--- src/rtl/seq_bit_serializer.sv ---
// Parallel-to-serial stimulus stage driving the sequence detector's X input.
// Optional SER_REPEAT_EN adds a repeat_en input that loops the stored pattern.
module seq_bit_serializer #(
  parameter int WIDTH     = 20,
  parameter int DIV       = 1,
  parameter bit MSB_FIRST = 1'b1
) (
  input  logic             clk,
  input  logic             reset,
  input  logic             load_valid,
  output logic             load_ready,
  input  logic [WIDTH-1:0] load_data,
  input  logic [4:0]       load_len,
  input  logic             abort,
`ifdef SER_REPEAT_EN
  input  logic             repeat_en,
`endif
  output logic             x_out,
  output logic             x_valid,
  output logic             busy,
  output logic             done
);

  localparam int             DW       = (DIV > 1) ? $clog2(DIV) : 1;
  localparam logic [DW-1:0]  DIV_LAST = DW'(DIV - 1);
  localparam logic [4:0]     WIDTH_L  = 5'(WIDTH);

  typedef enum logic [1:0] {IDLE, SHIFT, DONE} state_t;

  state_t           state;
  logic [WIDTH-1:0] pattern;
  logic [4:0]       eff_len;
  logic [4:0]       bit_cnt;
  logic [DW-1:0]    div_cnt;

  logic [4:0]       load_eff;
  logic             last_period;
  logic             last_bit;
  logic             rep;

  // Bit n of the send order; bits at or above len are never selected.
  function automatic logic pick(input logic [WIDTH-1:0] pat,
                                input logic [4:0] len,
                                input logic [4:0] n);
    logic [4:0]       idx;
    logic [WIDTH-1:0] sh;
    idx = MSB_FIRST ? (len - 5'd1 - n) : n;
    sh  = pat >> idx;
    return sh[0];
  endfunction

  assign load_ready  = (state == IDLE);
  assign load_eff    = (load_len > WIDTH_L) ? WIDTH_L : load_len;
  assign last_period = (div_cnt == DIV_LAST);
  assign last_bit    = (bit_cnt == eff_len - 5'd1);

`ifdef SER_REPEAT_EN
  assign rep = repeat_en;
`else
  assign rep = 1'b0;
`endif

  always_ff @(posedge clk or posedge reset) begin
    if (reset) begin
      state   <= IDLE;
      pattern <= '0;
      eff_len <= '0;
      bit_cnt <= '0;
      div_cnt <= '0;
      x_out   <= 1'b0;
      x_valid <= 1'b0;
      busy    <= 1'b0;
      done    <= 1'b0;
    end else begin
      done <= 1'b0;
      case (state)
        IDLE: begin
          x_out   <= 1'b0;
          x_valid <= 1'b0;
          busy    <= 1'b0;
          if (load_valid) begin
            if (load_len != 5'd0) begin
              state   <= SHIFT;
              pattern <= load_data;
              eff_len <= load_eff;
              bit_cnt <= 5'd0;
              div_cnt <= '0;
              x_out   <= pick(load_data, load_eff, 5'd0);
              x_valid <= 1'b1;
              busy    <= 1'b1;
            end else begin
              // Empty pattern: complete the handshake and report done at once.
              state <= DONE;
              done  <= 1'b1;
            end
          end
        end

        SHIFT: begin
          if (abort) begin
            state   <= IDLE;
            x_out   <= 1'b0;
            x_valid <= 1'b0;
            busy    <= 1'b0;
          end else if (!last_period) begin
            div_cnt <= div_cnt + DW'(1);
            x_valid <= 1'b0;
          end else if (!last_bit) begin
            bit_cnt <= bit_cnt + 5'd1;
            div_cnt <= '0;
            x_out   <= pick(pattern, eff_len, bit_cnt + 5'd1);
            x_valid <= 1'b1;
          end else if (rep) begin
            // Restart from the first bit with no gap cycle.
            bit_cnt <= 5'd0;
            div_cnt <= '0;
            x_out   <= pick(pattern, eff_len, 5'd0);
            x_valid <= 1'b1;
          end else begin
            state   <= DONE;
            done    <= 1'b1;
            x_out   <= 1'b0;
            x_valid <= 1'b0;
            busy    <= 1'b0;
          end
        end

        DONE: begin
          state   <= IDLE;
          x_out   <= 1'b0;
          x_valid <= 1'b0;
          busy    <= 1'b0;
        end

        default: begin
          state   <= IDLE;
          x_out   <= 1'b0;
          x_valid <= 1'b0;
          busy    <= 1'b0;
        end
      endcase
    end
  end

endmodule

--- config.mk ---
export PLATFORM = sky130hd
export DESIGN_NAME = seq_bit_serializer
export DESIGN_NICKNAME = d
export VERILOG_FILES = /design/src/rtl/seq_bit_serializer.sv
export SDC_FILE = /design/constraint.sdc
export NUM_CORES = 1
export LEC_CHECK = 0
export CORE_ASPECT_RATIO = 2
export CORE_MARGIN = 2
export CORE_UTILIZATION = 50
export CTS_CLUSTER_SIZE = 8
export DETAILED_ROUTE_END_ITERATION = 16
export MAX_ROUTING_LAYER = met4
export PLACE_DENSITY = 0.73
export SETUP_SLACK_MARGIN = 0.5
export SLEW_MARGIN = 20
export SYNTH_ARGS = -nofsm -noshare
export SYNTH_HDL_FRONTEND = slang
export SYNTH_SLANG_ARGS = --single-unit
--- constraint.sdc ---
create_clock -name clk -period 7.7 [get_ports clk]
set_input_delay 1.155 -clock clk [delete_from_list [all_inputs] [get_ports clk]]
set_output_delay 1.155 -clock clk [all_outputs]
set_load 0.05 [all_outputs]
==> run metrics <==
status finished clean; GRT Total Usage 23.28%; Post-Syn Area about 2100 um^2; CTS buffer count 5; Area contributors post-synth dfrtp_1 (42%), nand2_1 (12%), mux4_2 (10%); clock root buffer clkbuf_8; syn avg cell area about 9.6 um^2; top_reg_cell synth dfrtp_1; vias in the first global route 1729; unique cell type count in the Yosys netlist 42; total power 1158 uW; Yosys top cell area share between 40% and 50%; Least-Margin Pin Slew around 0.60 ns; peak supply drop between 0.3 and 0.4 mV; antenna violations before repair 0; final setup fails 0; routed len/inst 15.71 um; clock insertion delay at the later pin of the skew report 0.29 ns; antenna cells 0; post-cts sizing count 0; worst hold slack between 0.4 and 0.5 ns; # IOs 34; most frequent cell after synthesis nand2_1; Synth Warn # 0; Final Hold Viols 0; Post-CTS Setup Bufs 0; Highest Clock Rate roughly 290 MHz; CTS tree done; Detail Placement HPWL around 3800 um; Yosys top cell by area dfrtp_1; period utilisation layout between 40% and 50%; area grow syn2layout 21.84%; Layout Skew between 0.006 and 0.007 ns; IO Port Bufs 33; Pre-antenna DRT Iters 4; RSZ-0062 raised after global routing no; total grt overflow 0; final wirelength slightly below 5000 um; number of flops mapped to enable cells by yosys 0; clk slew on worst S/H paths 0.07 ns; Filler cells 370; Crit Path Category in2reg; Total Neg Setup Slack 0 ns; global-route wire length before repair 8211 um; DR vias 1706; pin count of the biggest net entering global routing 37; HP Start pattern[19]; Storage cell area around 900 um^2; PwrDens 442.5 nW/um^2; 1st-iter DRT viols 64; Die Area 4869 um^2; Yosys reg bits 36; chip width roughly 50 um; die height approximately 97 um; Hold Buf Count CTS 0; post-layout min period 3.509 ns; Vias/cell ~5.5; Worst Path Max Fanout 10; post-synthesis sequential area ratio 41.93%; CP endpoint kind register; # DRC 0; # rows 33; Syn Nets around 260; CTS Sinks 36; Routed Antenna Nets 0; Async SR Flop Fraction 100.0%; Leak 0.001199 uW; Final Max Slew Viols 0; Max clock buf depth 2; Commonest cells post-synth nand2_1 (71), dfrtp_1 (36), inv_1 (12); multi-input logic area between 1000 and 1500 um^2; post-layout util between 60% and 70%; CTS HTree Levels 2; core area 4129 um^2; share of cells above drive strength 1 9.653%; Starting Density roughly 52%; reg2reg start eff_len[0]; Mapped Cells 224; max_cap viols 0; Worst EP required 7.86 ns; type of the worst min-delay path reg2reg; max_slew headroom between 50% and 60%; CP arrival 3.67 ns; startpoint class of the critical path input port; worst setup path start load_len[4]; global placement routability congestion approximately 0.83; nets@finish 296
==> routing by layer <==
metal  wire length [um]  share of wire, %  global-route usage, %  up-vias
met5                  0                 0                      -        -
met4                151               3.1                  11.02        0
met3                137               2.8                  3.549       10
met2               2809                58                  40.89       38
met1               1786                37                  24.61      821
li1                   -                 -                      -      837
==> cell type report <==
| cell class | count | area share (%) |
|---|---|---|
| multi-input combinational | 168 | 44.22 |
| tap | 52 | 2.486 |
| timing repair buffer | 36 | 13.48 |
| sequential | 36 | 34.42 |
| clock buffer | 7 | 3.681 |
| inverter | 12 | 1.721 |
==> flip-flops by register name, summed over array words and instances (netlist names) <==
name / flops
bit_cnt: 5
busy: 1
state: 2
pattern: 20
eff_len: 5
x_valid: 1
x_out: 1
done: 1
==> cells by family (layout without fill, tap and decap cells) <==
logic type	count (synthesis)	after routing	share of synthesized area [%]
xor gates and xnor gates	13	13	5.940
DFF	36	36	41.93
buffers and inverters	20	55	4.193
muxes	13	13	12.00
adders and majority gates	8	8	5.009
AOI/OAI and AO/OA	35	35	11.12
and+or+nand+nor	99	99	19.80
==> power breakdown <==
group          internal (uW)  switching, uW
logic                    313            374
registers                269           56.4
clock network           79.7           66.1
total                    662            496
==> placed cells by master (no fill, tap or decap), types with 2 or more instances in the layout <==
cell type        synthesis  final
clkbuf_8                 0      7
nor3b_1                  3      3
nand2b_1                 3      3
nand2_1                 71     71
o21ai_0                 11     11
xor2_1                   6      6
nor3_1                   3      3
o21a_1                   2      2
xnor2_1                  6      6
dfrtp_1                 36     36
nand3_1                  2      2
nor2b_1                  4      4
mux2_2                   2      2
nor2_1                   7      7
a21oi_1                  5      5
o21ai_1                  2      2
o31ai_1                  4      4
buf_4                    1      3
mux4_2                  10     10
clkdlybuf4s50_1          0     33
inv_1                   12     12
a22o_1                   2      2
ha_1                     7      7
==> path summary, 6_finish.rpt <==
kind	end	slack (ns)	depth (start not counted)
min reg2reg	pattern[19]	0.48	2
min in group asynchronous	bit_cnt[2]	1.25	3
max reg2reg	x_out	4.63	8
max in group asynchronous	pattern[15]	6.10	3
max	x_out	4.19	9
min	pattern[19]	0.48	2
==> through the flow <==
step	setup slack [ns]	std cells	instance area (um^2)
after floorplan	4.722	224	2148
after global placement	4.023	304	2521
after detailed placement	3.872	304	2521
after CTS	4.189	311	2618
after global routing	4.090	311	2618
final	4.191	311	2618
==> critical path, cell delays in order <==
cell and delay [ns]:
clkdlybuf4s50_1 0.58, o21ai_2 0.13, and2_1 0.36, inv_1 0.10
ha_1 0.43, mux4_2 0.34, mux2_2 0.28, a22oi_1 0.19
o211ai_1 0.11
Note: power is estimated with default switching activity, not from simulation.
